--- src/rtl/event_pkg.sv ---
// Shared constants for the event-report sink: header value, event codes and strobe bit positions.
// Used by event_decoder (optional timestamp capture is enabled with EVENT_TIMESTAMP_EN).
package event_pkg;

   localparam int EVENT_TYPES = 3;

   localparam logic [7:0] EVT_HEADER         = 8'h01;
   localparam logic [7:0] EVT_CODE_UNDERFLOW = 8'd1;
   localparam logic [7:0] EVT_CODE_EVENT_A   = 8'd2;
   localparam logic [7:0] EVT_CODE_EVENT_B   = 8'd3;

   localparam int EVT_BIT_UNDERFLOW = int'(EVT_CODE_UNDERFLOW) - 1;
   localparam int EVT_BIT_EVENT_A   = int'(EVT_CODE_EVENT_A) - 1;
   localparam int EVT_BIT_EVENT_B   = int'(EVT_CODE_EVENT_B) - 1;

   function automatic logic beat_is_good(input logic [7:0] hdr, input logic [7:0] code,
                                         input int n_types);
      return (hdr == EVT_HEADER) && (code != 8'd0) && (int'(code) <= n_types);
   endfunction

endpackage

--- src/rtl/event_sat_counter.sv ---
// Saturating up-counter with a synchronous clear that takes effect before the same-cycle increment.
module event_sat_counter #(
   parameter int W = 32
) (
   input  logic         clk,
   input  logic         resetn,
   input  logic         clr,
   input  logic         inc,
   output logic [W-1:0] cnt
);

   logic [W-1:0] cnt_q;
   logic [W-1:0] cnt_d;
   logic [W-1:0] base;

   always_comb begin
      base  = clr ? '0 : cnt_q;
      cnt_d = base;
      if (inc && (base != '1)) begin
         cnt_d = base + W'(1);
      end
   end

   always_ff @(posedge clk or negedge resetn) begin
      if (!resetn) begin
         cnt_q <= '0;
      end else begin
         cnt_q <= cnt_d;
      end
   end

   assign cnt = cnt_q;

endmodule

--- src/rtl/event_decoder.sv ---
// AXI-Stream event-report sink: stages each beat, decodes it into strobes, sticky flags and counters.
// Define EVENT_TIMESTAMP_EN to capture a per-event timestamp into last_ts; otherwise last_ts is 0.
module event_decoder #(
   parameter int EVENT_TYPES = event_pkg::EVENT_TYPES,
   parameter int COUNT_WIDTH = 32,
   parameter int TS_WIDTH    = 32
) (
   input  logic                               clk,
   input  logic                               resetn,
   input  logic [255:0]                       AXIS_IN_TDATA,
   input  logic                               AXIS_IN_TVALID,
   output logic                               AXIS_IN_TREADY,
   input  logic                               pause,
   input  logic                               clear_counts,
   output logic [EVENT_TYPES-1:0]             evt_strobe,
   output logic [EVENT_TYPES-1:0]             evt_seen,
   output logic [EVENT_TYPES*COUNT_WIDTH-1:0] event_count,
   output logic [COUNT_WIDTH-1:0]             bad_count,
   output logic                               bad_seen,
   output logic [EVENT_TYPES*TS_WIDTH-1:0]    last_ts
);
   import event_pkg::*;

   logic                   tready_q, tready_d;
   logic                   stg_valid_q, stg_valid_d;
   logic [7:0]             stg_code_q, stg_code_d;
   logic [7:0]             stg_hdr_q, stg_hdr_d;
   logic [EVENT_TYPES-1:0] strobe_q, strobe_d;
   logic [EVENT_TYPES-1:0] seen_q, seen_d;
   logic                   bad_seen_q, bad_seen_d;

   logic                   handshake;
   logic                   good;
   logic                   bad;
   logic [EVENT_TYPES-1:0] hit;
   logic [EVENT_TYPES:0]   inc_vec;
   logic [COUNT_WIDTH-1:0] cnt_arr [EVENT_TYPES+1];

   // Only the code and header bytes carry meaning.
   logic unused_tdata;
   assign unused_tdata = ^AXIS_IN_TDATA[247:8];

   assign handshake = AXIS_IN_TVALID & tready_q;

   always_comb begin
      tready_d    = ~pause;
      stg_valid_d = handshake;
      stg_code_d  = stg_code_q;
      stg_hdr_d   = stg_hdr_q;
      if (handshake) begin
         stg_code_d = AXIS_IN_TDATA[7:0];
         stg_hdr_d  = AXIS_IN_TDATA[255:248];
      end

      good = stg_valid_q && beat_is_good(stg_hdr_q, stg_code_q, EVENT_TYPES);
      bad  = stg_valid_q && !good;
      hit  = '0;
      for (int k = 0; k < EVENT_TYPES; k++) begin
         hit[k] = good && (stg_code_q == 8'(k + 1));
      end

      strobe_d   = hit;
      seen_d     = (clear_counts ? '0 : seen_q) | hit;
      bad_seen_d = (clear_counts ? 1'b0 : bad_seen_q) | bad;
      inc_vec    = {bad, hit};
   end

   always_ff @(posedge clk or negedge resetn) begin
      if (!resetn) begin
         tready_q    <= 1'b0;
         stg_valid_q <= 1'b0;
         stg_code_q  <= '0;
         stg_hdr_q   <= '0;
         strobe_q    <= '0;
         seen_q      <= '0;
         bad_seen_q  <= 1'b0;
      end else begin
         tready_q    <= tready_d;
         stg_valid_q <= stg_valid_d;
         stg_code_q  <= stg_code_d;
         stg_hdr_q   <= stg_hdr_d;
         strobe_q    <= strobe_d;
         seen_q      <= seen_d;
         bad_seen_q  <= bad_seen_d;
      end
   end

   // Slot EVENT_TYPES is the malformed-beat counter; the rest follow event code order.
   generate
      for (genvar gi = 0; gi <= EVENT_TYPES; gi++) begin : g_cnt
         event_sat_counter #(.W(COUNT_WIDTH)) u_cnt (
            .clk    (clk),
            .resetn (resetn),
            .clr    (clear_counts),
            .inc    (inc_vec[gi]),
            .cnt    (cnt_arr[gi])
         );
      end
      for (genvar gi = 0; gi < EVENT_TYPES; gi++) begin : g_cnt_out
         assign event_count[gi*COUNT_WIDTH +: COUNT_WIDTH] = cnt_arr[gi];
      end
   endgenerate

   assign bad_count      = cnt_arr[EVENT_TYPES];
   assign AXIS_IN_TREADY = tready_q;
   assign evt_strobe     = strobe_q;
   assign evt_seen       = seen_q;
   assign bad_seen       = bad_seen_q;

`ifdef EVENT_TIMESTAMP_EN
   logic [TS_WIDTH-1:0]             ts_q, ts_d;
   logic [TS_WIDTH-1:0]             stg_ts_q, stg_ts_d;
   logic [EVENT_TYPES*TS_WIDTH-1:0] last_ts_q, last_ts_d;

   // The stage copy pins each event to its handshake cycle rather than its decode cycle.
   always_comb begin
      ts_d      = ts_q + TS_WIDTH'(1);
      stg_ts_d  = handshake ? ts_q : stg_ts_q;
      last_ts_d = clear_counts ? '0 : last_ts_q;
      for (int k = 0; k < EVENT_TYPES; k++) begin
         if (hit[k]) begin
            last_ts_d[k*TS_WIDTH +: TS_WIDTH] = stg_ts_q;
         end
      end
   end

   always_ff @(posedge clk or negedge resetn) begin
      if (!resetn) begin
         ts_q      <= '0;
         stg_ts_q  <= '0;
         last_ts_q <= '0;
      end else begin
         ts_q      <= ts_d;
         stg_ts_q  <= stg_ts_d;
         last_ts_q <= last_ts_d;
      end
   end

   assign last_ts = last_ts_q;
`else
   assign last_ts = '0;
`endif

endmodule

--- config.mk ---
export PLATFORM = sky130hd
export DESIGN_NAME = event_decoder
export DESIGN_NICKNAME = d
export VERILOG_FILES = /design/src/rtl/event_pkg.sv /design/src/rtl/event_sat_counter.sv /design/src/rtl/event_decoder.sv
export SDC_FILE = /design/constraint.sdc
export NUM_CORES = 1
export LEC_CHECK = 0
export CAP_MARGIN = 5
export CORE_AREA = 8 8 183 185
export CTS_CLUSTER_DIAMETER = 150
export CTS_CLUSTER_SIZE = 12
export DETAILED_ROUTE_END_ITERATION = 12
export DIE_AREA = 0 0 191 193
export DONT_BUFFER_PORTS = 1
export GPL_ROUTABILITY_DRIVEN = 1
export GPL_TIMING_DRIVEN = 0
export PLACE_DENSITY_LB_ADDON = 0.15
export SYNTH_ARGS = -nofsm -noshare
export SYNTH_HDL_FRONTEND = slang
export SYNTH_SLANG_ARGS = --single-unit
--- constraint.sdc ---
create_clock -name clk -period 3.3 [get_ports clk]
set_clock_uncertainty 0.15 [all_clocks]
set_input_delay 0.66 -clock clk [delete_from_list [all_inputs] [get_ports clk]]
set_output_delay 0.66 -clock clk [all_outputs]
set_load 0.02 [all_outputs]
======== Yosys cells after proc, flatten, opt, wreduce, memory -nomap -nowiden ========
Index checks and enable logic that the tools add are counted.
W data, S select, Z words.
storage, ports and cells
  bits in registers ....................... 153
  input bits .............................. 261
  output and inout bits ................... 232
cells by class
  add/subtract/negate cells ............... 4
  $lt $le $gt $ge ......................... 1
  equality and inequality tests ........... 8
  multiplexer cells ....................... 10
  bitwise operators ....................... 4
  reduce and logical (&&, ||, !) cells .... 13
operators with widths
  operator                 number
  $mux W32                 8
  $add A32 B1 Y32 const B  4
  $ne A32 B32 Y1 const B   4
  $eq A8 B1 Y1 const B     2
  $eq A8 B2 Y1 const B     2
  $logic_and A1 B1 Y1      11
  $le A8 B2 Y1 const B     1
  $reduce_bool A8 Y1       1
  $mux W3                  1
  $or A3 B3 Y3             1
  $and A1 B1 Y1            1
  $logic_not A1 Y1         1
  $mux W1                  1
  $not A1 Y1               1
  $or A1 B1 Y1             1

======== Longest topological paths before layout ========
  word-level depth ........................ 8
  gate-level depth with buffers ........... 14
  gate-level depth less buffers ........... 8

======== Hierarchy ========
A second synthesis with hierarchy kept.
unflattened totals
  cell total of the unflattened synthesis .. 995
  area, all modules ....................... 9372.7 sq um
by module, submodules not included
  module             instances  cells each  area each (sq um)  sequential area each (sq um)
  event_sat_counter  4          208         1918.1             800.8
  event_decoder      1          163         1700.4             625.6

======== Least setup slack after synthesis ========
Ideal clock, no wire load.
  path kind ............................... input -> register
  start ................................... input port clear_counts
  end ..................................... register g_cnt[3].u_cnt.cnt_q[5]
  arrival ................................. 3143 ps
  slack ................................... -125 ps
  stages .................................. 13
  buffers on the path ..................... 5
  cells stage by stage .................... buf_6 -> buf_2 -> clkbuf_1 -> clkbuf_1 -> nor2b_1 -> ha_1 -> nand3_1 -> or3_1 -> nor4_4 -> buf_2 -> nor3_1 -> xnor2_1 -> nor2_1
on the way
  cells in the longest elaborated chain, start to end .. 4
  elaborated cells on any way between the ends .. 5
RTL lines
  what                                                                     RTL line                 RTL
  start, declared                                                          event_decoder.sv:14      input logic clear_counts,
  $mux W32 (*)                                                             event_sat_counter.sv:17  base = clr ? '0 : cnt_q;
  parallel branches: the longest is 2 deep, another holds $add A32 B1 Y32  n/a
  $mux W32 (*)                                                             event_sat_counter.sv:19  if (inc && (base != '1)) begin
  named net g_cnt[3].u_cnt.cnt_d[5]                                        event_sat_counter.sv:13  logic [W-1:0] cnt_d;
  end signal, assigned                                                     event_sat_counter.sv:28  cnt_q <= cnt_d;
  end, declared                                                            event_sat_counter.sv:12  logic [W-1:0] cnt_q;
Mark *: on every way through the listed nets, which the timed path passes.
A chain may end at the register's enable or synchronous reset.

======== Worst setup path in the final report ========
  start ................................... input port clear_counts
  end ..................................... register g_cnt[1].u_cnt.cnt_q[12]
on the way
  cells in the longest elaborated chain, start to end .. 4
  elaborated cells on any way between the ends .. 5
RTL lines
  what                                                                     RTL line
  $mux W32 (*)                                                             event_sat_counter.sv:17
  parallel branches: the longest is 2 deep, another holds $add A32 B1 Y32  n/a
  $mux W32 (*)                                                             event_sat_counter.sv:19
  named net g_cnt[1].u_cnt.cnt_d[12]                                       event_sat_counter.sv:13
  end signal, assigned                                                     event_sat_counter.sv:28
  end, declared                                                            event_sat_counter.sv:12
Marks and branches as above.

==> impl_results.md <==
* Router iterations before antenna repair at 5
* Reg2reg path depth at 6
* GRT overflow at 0
* R2r setup slk at 0.43 ns
* I/O pin count at 493
* Clk_lat worst skew at 0.44 ns
* Largest net degree at the start of global routing at 154
* Synth Instances at 925
* Syn Area/Cell at 9.56 sq um
* Startpoint Class: input port
* FF+latch count, synth at 153
* Register area at 3830 sq um
* CTS Buffer Depth at 2
* Final #Nets at 1305
* Failing checks: hold timing
* Setup CP Type: input port to flop
* Synth-to-layout area growth at 17.1%
* Cell Rows at 65
* First-pass GRT wire length at 41.9 mm
* Synthesized area at 8850 sq um
* Slew at the pin with the worst max-slew slack at 1.05 ns
* DIE AREA at 36900 sq um
* Footprint of the multi-input gates at 4460 sq um
* Port Buf Inserts at 0
* Vias in the first global route at 6689
* Crit Path Max Fanout at 19
* R2R Path End: g_cnt[0].u_cnt.cnt[22]
* RSZ-0062 raised after global routing: no
* Initial cell density of the core at 28.7%
* Worst path slowest cell: or3b_2
* Largest delay share family, worst path: simple AND/OR/NAND/NOR gates
* Layout cell share with drive strength beyond 1 at 18.4%
* Final worst-path cycle share at 95.3%
* Starting DRT DRC Count at 333
* Commonest cells after routing, fill and taps aside: 153 x dfrtp_1, 110 x nor2_1, 99 x buf_4
* Root Buffer: clkbuf_16
* Final Slew Violations at 0
* Clock sink count at 153
* CTS tree: built
* Leakage dissipation at 4.56 nW
* Compound-gate portion of the synthesized area at 2.09%
* Tot Pwr at 4.29 mW
* Routability cong. at 0.760
* Post-synthesis mux area share at 2.91%
* Num CTS Buffers at 17
* Peak VDD IR at 328 uV
* Count of final setup violators at 0
* Post-synthesis adder-cell area fraction at 0.566%
* Via-to-Cell Ratio at 4.63
* Fin crit period at 3.14 ns
* Worst-path cell chain: buf_6, buf_4, clkbuf_4, nor2b_2, ha_1, and4b_1, nand3_1, or3b_2, clkbuf_4, nand3_1, xor2_1, nor2_1
* DR WL/cell at 19.1 microns
* H-tree Lvls at 4
* Dominant synthesized flop cell: dfrtp_1
* Register area share after synthesis at 43.3%
* WL final at 27.7 mm
* Relative slew margins at 29.5%
* DRT antenna net count at 0
* Total inserted antenna cells at 0
* Final WS setup at 0.155 ns
* Hold violation count in the final report at 153
* Fill count at 3215
* Core Area at 30800 sq um
* Fmax at 318 MHz
* Worst Path Buf+Inv at 4
* Most common cell after layout, fill and taps aside: dfrtp_1
* WP data arrival at 3.29 ns
* # DRC at 0
* Post-DP HPWL at 20.5 mm
* Number of synthesized flops with an enable pin at 0
* Ys async rst share at 100%
* Unique cell type count in the Yosys netlist at 56
* Global Route Usage Sum at 14.9%
* Chip Width at 191 microns
* Endpoint class of the critical path: flop
* R2R Path Start: stg_code_q[6]
* Synth warnings at 0
* XOR/XNOR Fraction of Synth Area at 10.9%
* Initial antenna violation count at 2
* Hold Worst Slack at -0.236 ns
* Largest family of logic cells by synthesized area: simple AND/OR/NAND/NOR gates
* Max Cap Violations at 0
* Worst path max stage delay at 0.57 ns
* Util after Layout at 33.6%
* Hold Path Class: input port to asynchronous set/reset pin
* Via count at 6736
* Place WS at -1.03 ns
* CP Data Required Time at 3.45 ns
* Die height at 193 microns
* Status: finished, violations left
* Synth Area in Simple Gates at 29.8%
* Clock slew at reported path FFs at 0.08 ns
* PD cells at 414 nW/um^2
worst reg2reg max path: cells and delay by family, from the launching register on:
| family | cells | cell delay, ns |
|---|---|---|
| xor+xnor | 1 | 0.20 |
| compound gates | 1 | 0.96 |
| flops | 1 | 0.41 |
| simple gates | 4 | 1.04 |
cell type report:
type	count	area share, %
Multi-Input combinational cell	723	43.1
Sequential cell	153	37.0
Buffer	125	8.36
Tap cell	402	4.86
Clock buffer	18	4.24
Clock inverter	14	1.53
Inverter	17	0.616
Timing Repair Buffer	3	0.338
timing repair:
item | 4_1_cts | 5_1_grt
endpoints found under the hold margin | 153 | 153
setup endpoints to repair | 93 | 20
setup buffers | 3 | 0
pin swaps | 1 | 1
resized for setup | 1 | 6
logic make-up (layout without fill, tap and decap cells):
logic type,count (synthesis),in the layout
other cells,1,96
flops,153,153
compound gates,29,29
mux,23,23
simple gates,461,461
fa+ha+maj,4,4
xor+xnor,110,110
buf+inv,144,177
registers in the layout, summed over array words and instances (netlist names):
signal	cells
bad_seen	1
stg_hdr_q	8
evt_strobe	3
stg_valid_q	1
g_cnt.u_cnt.cnt	128
AXIS_IN_TREADY	1
stg_code_q	8
evt_seen	3
Yosys cell counts (2+ instances only):
cell type | instances | share of area (%)
nand2_1 | 47 | 2.0
nor4_2 | 5 | 0.71
nor2_1 | 111 | 4.7
clkbuf_1 | 19 | 0.81
or4_1 | 3 | 0.25
nor3b_1 | 3 | 0.25
or3b_2 | 2 | 0.20
mux2_2 | 21 | 2.7
nand3b_1 | 4 | 0.34
nor2b_1 | 36 | 2.5
o21ai_0 | 7 | 0.40
or2_2 | 4 | 0.28
buf_2 | 10 | 0.57
xnor2_1 | 65 | 6.4
or3_1 | 9 | 0.64
nand4_1 | 51 | 3.6
or4_4 | 2 | 0.25
and4b_1 | 3 | 0.34
buf_4 | 96 | 8.1
nor4_4 | 5 | 1.2
a21oi_1 | 4 | 0.23
dfrtp_1 | 153 | 43
nor4_1 | 15 | 1.1
and2_1 | 6 | 0.42
nand2b_1 | 6 | 0.42
inv_1 | 17 | 0.72
nand3_1 | 65 | 3.7
a21o_1 | 6 | 0.51
and4bb_2 | 2 | 0.28
nand4b_4 | 2 | 0.54
o211ai_1 | 4 | 0.34
a31oi_1 | 2 | 0.14
ha_1 | 4 | 0.57
and4_1 | 8 | 0.79
nor3_1 | 37 | 2.1
nand4b_1 | 6 | 0.59
and3_1 | 21 | 1.5
xor2_1 | 45 | 4.5
o21ai_1 | 2 | 0.11
report_power, final:
part           total, mW  switching, mW  internal, mW
registers           1.95         0.0411          1.91
clock network       2.03          0.879          1.15
logic              0.313          0.190         0.123
total               4.29           1.11          3.18
how the worst max path moves through the flow:
stage | start | endpoint | slack, ns | cells after the start
final | clear_counts | g_cnt[1].u_cnt.cnt[12] | 0.16 | 12
after global routing | clear_counts | g_cnt[1].u_cnt.cnt[12] | 0.008 | 12
after CTS | clear_counts | g_cnt[1].u_cnt.cnt[14] | 0.07 | 13
after detailed placement | clear_counts | g_cnt[3].u_cnt.cnt[3] | -1.03 | 13
after global placement | clear_counts | g_cnt[3].u_cnt.cnt[5] | -1.03 | 13
after floorplan | clear_counts | g_cnt[1].u_cnt.cnt[13] | 0.03 | 14
stage by stage:
stage | area (sq um) | hold WS, ns | setup TNS, ns | std cells
finish | 10400 | -0.236 | 0 | 1455
global route | 10400 | -0.279 | 0 | 1455
CTS | 10300 | -0.266 | 0 | 1456
detailed placement | 9720 | 0.221 | -78.12 | 1422
global placement | 9720 | 0.220 | -78.53 | 1422
floorplan | 9210 | 0.214 | 0 | 1020
per-layer routing:
layer | global-route usage [%] | routed length, microns | up-vias
met4 | 4.18 | 352 | 4
met3 | 8.47 | 3730 | 22
li1 | - | - | 3240
met1 | 19.0 | 12100 | 3208
met5 | 0 | 16 | -
met2 | 21.1 | 11500 | 262
Power figures use the tool's default switching activity.
